File: src/rtl/rv32i_pkg.sv
// Shared RV32I core definitions.
// instr_type_t classifies the instruction sitting in a pipeline stage; the
// hazard unit only cares whether the Execute instruction is a load.
package rv32i_pkg;

    typedef enum logic [2:0] {
        R_TYPE      = 3'd0,
        I_TYPE_ALU  = 3'd1,
        I_TYPE_LOAD = 3'd2,
        S_TYPE      = 3'd3,
        B_TYPE      = 3'd4,
        J_TYPE      = 3'd5,
        U_TYPE      = 3'd6
    } instr_type_t;

    localparam int unsigned DEFAULT_REG_WIDTH = 5;

endpackage

File: src/rtl/rv32i_hazard_cmp.sv
// Raw load-use comparison between the Decode sources and the Execute load.
// Ports:
//   regwriteE  - instruction class in Execute
//   Rs1D, Rs2D - source register indices of the Decode instruction
//   RdE        - destination register index of the Execute instruction
//   lwRaw      - Decode reads the register a non-x0 load in Execute writes
module rv32i_hazard_cmp
    import rv32i_pkg::*;
#(
    parameter int REG_WIDTH = DEFAULT_REG_WIDTH
) (
    input  instr_type_t          regwriteE,
    input  logic [REG_WIDTH-1:0] Rs1D,
    input  logic [REG_WIDTH-1:0] Rs2D,
    input  logic [REG_WIDTH-1:0] RdE,
    output logic                 lwRaw
);

    // Plain == comparisons: an X operand yields a non-true result, so the
    // if-style consumers downstream never treat unknown indices as a hazard.
    always_comb begin
        lwRaw = 1'b0;
        if ((regwriteE == I_TYPE_LOAD) && (RdE != '0) &&
            ((Rs1D == RdE) || (Rs2D == RdE))) begin
            lwRaw = 1'b1;
        end
    end

endmodule

File: src/rtl/rv32i_hazard_unit.sv
// Hazard control for the 5-stage RV32I pipeline.
// Detects load-use hazards (Decode reads a load result still in Execute) and
// control hazards (branch taken / jump resolved in Execute), and drives the
// stall/flush controls of the Fetch, Decode and Execute pipeline registers.
// Ports:
//   clk, reset       - rising-edge clock, synchronous active-high reset
//   regwriteE        - instruction class in Execute (I_TYPE_LOAD = load)
//   Rs1D, Rs2D       - Decode source register indices
//   RdE, RdM         - Execute / Memory destination indices (RdM unused:
//                      M/W forwarding covers those dependencies)
//   PCSrcE           - branch taken or jump in Execute
//   stallF, stallD   - hold PC and F/D register
//   flushF, flushD   - discard fetched instruction / clear F/D register
//   flushE           - clear D/E register (bubble)
module rv32i_hazard_unit
    import rv32i_pkg::*;
#(
    parameter int REG_WIDTH = DEFAULT_REG_WIDTH
) (
    input  logic                 clk,
    input  logic                 reset,
    input  instr_type_t          regwriteE,
    input  logic [REG_WIDTH-1:0] Rs1D,
    input  logic [REG_WIDTH-1:0] Rs2D,
    input  logic [REG_WIDTH-1:0] RdE,
    input  logic [REG_WIDTH-1:0] RdM,
    input  logic                 PCSrcE,
    output logic                 stallF,
    output logic                 flushF,
    output logic                 stallD,
    output logic                 flushD,
    output logic                 flushE
);

    logic lwRaw;
    logic lwStall;
    logic stallQ;
    logic unusedRdM;

    // RdM is kept on the interface only; fold it into a sink signal.
    assign unusedRdM = ^RdM;

    rv32i_hazard_cmp #(
        .REG_WIDTH (REG_WIDTH)
    ) uCmp (
        .regwriteE (regwriteE),
        .Rs1D      (Rs1D),
        .Rs2D      (Rs2D),
        .RdE       (RdE),
        .lwRaw     (lwRaw)
    );

    // A load stalls at most once: the cycle after a stall the load has moved
    // on and a bubble sits in Execute, so stallQ suppresses a repeat.
    // A taken branch wins because the Decode instruction is wrong-path anyway.
    assign lwStall = lwRaw && !PCSrcE && !stallQ;

    always_ff @(posedge clk) begin
        if (reset) begin
            stallQ <= 1'b0;
        end else begin
            stallQ <= lwStall;
        end
    end

    // Reset gates every control output combinationally.
    always_comb begin
        stallF = 1'b0;
        stallD = 1'b0;
        flushF = 1'b0;
        flushD = 1'b0;
        flushE = 1'b0;
        if (!reset) begin
            stallF = lwStall;
            stallD = lwStall;
            flushF = PCSrcE;
            flushD = PCSrcE;
            flushE = lwStall | PCSrcE;
        end
    end

endmodule

File: config.mk
export PLATFORM = sky130hd
export DESIGN_NAME = rv32i_hazard_unit
export DESIGN_NICKNAME = d
export VERILOG_FILES = /design/src/rtl/rv32i_pkg.sv /design/src/rtl/rv32i_hazard_cmp.sv /design/src/rtl/rv32i_hazard_unit.sv
export SDC_FILE = /design/constraint.sdc
export NUM_CORES = 1
export LEC_CHECK = 0
export CAP_MARGIN = 20
export CORE_AREA = 2 2 39 41
export CTS_CLUSTER_SIZE = 30
export DETAILED_ROUTE_END_ITERATION = 8
export DIE_AREA = 0 0 41 43
export MAX_ROUTING_LAYER = met4
export PLACE_DENSITY = 0.65
export SETUP_SLACK_MARGIN = 0.3
export SLEW_MARGIN = 15
export SYNTH_ARGS = -nofsm -noshare
export SYNTH_HDL_FRONTEND = slang
export SYNTH_SLANG_ARGS = --single-unit
export TNS_END_PERCENT = 30
File: constraint.sdc
create_clock -name clk -period 2.4 [get_ports clk]
set_clock_uncertainty 0.05 [all_clocks]
set_input_delay 0.48 -clock clk [delete_from_list [all_inputs] [get_ports clk]]
set_output_delay 0.48 -clock clk [all_outputs]
set_load 0.05 [all_outputs]
Yosys cells after proc, flatten, opt, wreduce, memory -nomap -nowiden

Index checks and enable logic that the tools add are counted.

Flip-flop bits (word level): 1
Latch bits: 0
Bits in writable memories: 0
Bits in read-only memories: 0
Bits of input ports: 26
Output and inout port bits: 5
Word-level logic and storage cells: 17
Memories kept: 0

Add/sub/neg operators: 0
Multipliers: 0
Divide/modulo/power cells: 0
Magnitude comparators: 0
Equality and inequality tests: 3
Shift operators: 0
Mux-type cells: 4
Bitwise gates (word level): 1
Reductions and logical operators: 8

Operators with widths:

| operator                                                         | number |
|---|---|
| 5-bit == test                                                    | 2 |
| 5-bit nonzero test                                               | 1 |
| 1-bit logical AND                                                | 4 |
| 1-bit 2-to-1 mux                                                 | 4 |
| 3-bit by 2-bit == test with 1-bit output (second input constant) | 1 |
| 1-bit zero test                                                  | 2 |
| 1-bit logical OR                                                 | 1 |
| 1-bit bitwise OR                                                 | 1 |

Logic depth before layout (Yosys ltp)

Depth in word-level cells: 8
Depth in mapped cells: 5
Gate-level depth less buffers: 4

Cells and area by module

From an unflattened synthesis, not the netlist that was laid out.

Cell total of the unflattened synthesis: 26
Area, all modules: 211.5 um2

By module, submodules not included:

| module            | times used | cells an instance | area each (um2) | sequential area each (um2) |
|---|---|---|---|---|
| rv32i_hazard_cmp  | 1          | 18                | 136.4           | 0.0 |
| rv32i_hazard_unit | 1          | 8                 | 75.1            | 20.0 |

Worst setup path before layout

No wires, ideal clock.

Path type: input to output
From: input port RdE[1]
To: output port stallF
Arrival: 1.962 ns
Data required time: 1.870 ns
Setup slack: -0.092 ns
Stages on the path: 5
Buffers on the path: 1
Cell sequence: xor2_1 > nor3_1 > a22oi_1 > nor2_1 > buf_4

Cells in the longest elaborated chain, start to end: 7
Elaborated cells between the ends (all ways): 10
Classes of those cells: eq/ne: 2; mux: 2; reduce/logical: 6

RTL lines:

| element                                                      | line                                           | RTL |
|---|---|---|
| start, declared                                              | rv32i_hazard_unit.sv:25                        | `input logic [REG_WIDTH-1:0] RdE,` |
| 5-bit == test / 5-bit nonzero test (equally long branches)   | rv32i_hazard_cmp.sv:24, rv32i_hazard_cmp.sv:23 |  |
| 1-bit logical OR / 1-bit logical AND (equally long branches) | rv32i_hazard_cmp.sv:24, rv32i_hazard_cmp.sv:23 |  |
| 1-bit logical AND (*)                                        | rv32i_hazard_cmp.sv:23                         | `if ((regwriteE == I_TYPE_LOAD) && (RdE != '0) &&` |
| 1-bit 2-to-1 mux (*)                                         | rv32i_hazard_cmp.sv:23                         |  |
| 1-bit logical AND (*) (2 in series)                          | rv32i_hazard_unit.sv:56                        | `assign lwStall = lwRaw && !PCSrcE && !stallQ;` |
| 1-bit 2-to-1 mux (*)                                         | --                                             |  |
| end, declared                                                | rv32i_hazard_unit.sv:28                        | `output logic stallF,` |

Every way passes the cells marked *; elsewhere a longest branch is shown, timed or not.

Worst setup path after layout

From: input port Rs2D[0]
To: output port flushE

Cells in the longest elaborated chain, start to end: 8

RTL lines:

| element                         | line                    | RTL |
|---|---|---|
| start, declared                 | rv32i_hazard_unit.sv:24 | `input logic [REG_WIDTH-1:0] Rs2D,` |
| 5-bit == test                   | rv32i_hazard_cmp.sv:24  | `((Rs1D == RdE) \|\| (Rs2D == RdE))) begin` |
| 1-bit logical OR                | rv32i_hazard_cmp.sv:24  |  |
| 1-bit logical AND               | rv32i_hazard_cmp.sv:23  |  |
| 1-bit 2-to-1 mux                | rv32i_hazard_cmp.sv:23  |  |
| 1-bit logical AND (2 in series) | rv32i_hazard_unit.sv:56 |  |
| 1-bit bitwise OR                | rv32i_hazard_unit.sv:78 | `flushE = lwStall \| PCSrcE;` |
| 1-bit 2-to-1 mux                | rv32i_hazard_unit.sv:73 | `if (!reset) begin` |
| end, declared                   | rv32i_hazard_unit.sv:32 | `output logic flushE` |

No other way between the ends.

==> summary.log <==
INFO  routing        number_of_search_and_repair_iterations_in_the_first_detailed_routing_pass=2
INFO  setup_path     setup.reg_to_reg.worst_slack=1290ps
INFO  sta            rsz0062_at_grt=false
INFO  min_path       worstHoldPathType=reg2reg
INFO  final_layout   flip_flop_count_of_the_largest_register_after_layout=1
INFO  placed_design  place_hpwl=508um
INFO  setup_path     setup.worst_path.end=flushE
INFO  power_and_ir_drop ir_worst_vdd=0.0466mV
INFO  global_route   grt.overflow.total=0
INFO  floorplanning  die_height=43um
INFO  global_route   grt_pass1_vias=237
INFO  setup_path     cp.required=1870ps
INFO  placed_design  dp_slack=-75.8ps
INFO  final_layout   post-route-cell-area=494um2
INFO  routing        num_vias=261
INFO  global_route   grt_antenna_before_repair=0
INFO  setup_path     r2r_cells=3
INFO  sta            achievable-frequency=490MHz
INFO  synth          postSynth.asyncResetShare=0
INFO  sta            timing.final.crit_share=0.851
INFO  setup_path     crit_path_start_kind=input pin
INFO  synth          synth_common_cells=10 x xor2_1, 4 x nor2_1, 3 x nor3_1
INFO  sta            setup-violations-final=0
INFO  sta            final.min_clock_period=2040ps
INFO  final_layout   post_route_cells_drive_above_1_share=0.420
INFO  global_route   track_usage=0.0666
INFO  setup_path     cp.depth=6
INFO  floorplanning  initial_core_util=0.139
INFO  sta            fin_hold_ws=625ps
INFO  setup_path     timing.rr.end=stallQ
INFO  global_route   grt_use_met3=0.00524
INFO  global_route   first_pass_grt_wire_length=869um
INFO  routing        totalWireLength=606um
INFO  clock_tree     clk_latency=0ps
INFO  min_path       worstHoldStart=stallQ
INFO  min_path       worstHoldPathCells=3
INFO  synth          yosys-top-cells-area=xor2_1 45%, dfxtp_1 10%, nor3_1 7.8%, buf_4 7.8%, nor2_1 7.8%
INFO  routing        detailedRoute.firstIterationViolations=1
INFO  final_layout   final_nets=78
INFO  routing        post_drt_via_cell_ratio=3.95
INFO  global_route   grt.met1_usage=0.0889
INFO  floorplanning  core-area=1380um2
INFO  setup_path     cp.arrival=1510ps
INFO  setup_path     critPathMaxStageDelay=240ps
INFO  routing        ant_nets=0
INFO  setup_path     critical_path.reg2reg.startpoint=stallQ
INFO  synth          synth_area_per_cell=7.41um2
INFO  setup_path     worstPathBufferInverterCount=2
INFO  synth          yosys.cell_count.top_type=xor2_1
INFO  final_layout   largest-register=stallQ
INFO  floorplanning  dieArea=1760um2
INFO  placed_design  buffer_ports.inserted=25
INFO  synth          synth.lib_cells_used.distinct=11
INFO  floorplanning  die_w=41um
INFO  synth          syn-instance-count=26
INFO  power_and_ir_drop leakage_component_of_the_power=0.000223uW
INFO  placed_design  globalplace.congestion=0.591
INFO  clock_tree     clock_pin_slew_on_the_worst_setup_and_hold_paths=0ps
INFO  synth          fraction_of_synthesized_cell_area_taken_by_the_top_area_cell_type=0.455
INFO  run            drv_cap=0
INFO  synth          synth_fp_nets=52
INFO  final_layout   area.growth.synth_to_final=156%
INFO  setup_path     crit_path_start=Rs2D[0]
INFO  synth          synth_top_cell_by_area=xor2_1
INFO  floorplanning  rows=14
INFO  global_route   grt_max_degree=4
INFO  synth          syn-cell-area=193um2
INFO  sta            timing.slew.headroom=0.838
INFO  final_layout   layout_top_registers=stallQ: 1 flops
INFO  final_layout   antenna-diode-count=0
INFO  sta            finalWorstSetupSlack=358ps
INFO  power_and_ir_drop p_per_area=186nW/um2
INFO  synth          synth_enable_flop_cells=0
INFO  routing        post_drt_wl_per_cell=9.18um
INFO  setup_path     cpMaxStageDelayCell=dlygate4sd2_1
INFO  global_route   gr-max-usage-layer=met2
INFO  setup_path     crit_path_max_fanout=2
INFO  outcome        run_status=complete, no violations
INFO  global_route   grt_use_met2=0.113
INFO  sta            total_negative_setup_slack=0ps
INFO  setup_path     cp_cell_sequence=dlygate4sd2_1 > xor2_1 > nor3_2 > a22oi_2 > o21bai_2 > buf_12
INFO  synth          synth_top_flop_cell=dfxtp_1
INFO  sta            maxSlewViolCount=0
INFO  sta            worst-slew-pin-transition=243ps
INFO  synth          synth.yosys.seq_area_share=0.104
INFO  setup_path     worstSetupEndpointType=primary output
INFO  setup_path     worst_path_dominant_cell_family=buffers and inverters
INFO  placed_design  placed_area=510um2
INFO  routing        drcViolationCount=0
INFO  sta            timing_hold_violations_final=0
INFO  synth          number_of_synthesis_warnings=0
INFO  setup_path     setup.worst_path.class=in2out
INFO  synth          synth-seq-cells=1
INFO  floorplanning  ios=31
INFO  final_layout   finalCoreUtilization=0.357
==> metal layers <==
layer / share of wire / vias to the layer above
met5: 0 / -
met1: 0.39 / 111
met3: 0.14 / 0
met4: 0 / 0
met2: 0.47 / 15
li1: - / 135
==> report_power, final <==
part	switching, uW	internal, uW	total (uW)
logic	35.0	40.1	75.1
registers	0.0235	17.0	17.0
clock network	0	0	0
==> through the flow <==
stage	instances	power, uW
floorplan	26	46.4
global placement	66	99.0
detailed placement	66	98.9
CTS	66	93.2
global route	66	98.3
finish	66	92.1
==> worst reg2reg max path, delay by kind of cell (launching register included) <==
kind | cells | cell delay, ps
DFF | 1 | 290
and+or+nand+nor | 3 | 680
==> layout by cell type, fill, tap and decap left out, drive strengths merged, types with 3 or more instances in the layout <==
cell type,Yosys,routed
clkbuf,0,8
dlygate4sd2,0,7
xor2,10,10
nor2,4,4
nor3,3,3
clkdlybuf4s15,0,3
buf,2,6
==> layout make-up <==
type,count,area (um2)
multi-input cells,23,193
flip-flops and latches,1,20.0
well taps,16,20.0
repair buffers,26,262
fillers,158,890
==> cell families after synthesis <==
| family | Yosys count | share of synthesized area |
|---|---|---|
| compound gates | 2 | 0.0780 |
| simple gates | 11 | 0.286 |
| flops | 1 | 0.104 |
| buf+inv | 2 | 0.0779 |
| xor+xnor | 10 | 0.455 |
==> how the worst min path moves through the flow <==
stage,endpoint,slack (ps)
floorplan,stallQ,610
global placement,stallQ,570
detailed placement,stallQ,570
CTS,stallQ,610
global route,stallQ,670
finish,stallQ,630
==> timing repair <==
item	CTS	global route
setup buffers	0	0
endpoints found under the setup margin	3	3
gates resized for setup	26	18
pin swaps	9	10
hold buffers	0	0
endpoints found under the hold margin	0	0
(Power assumes the default switching activity.)
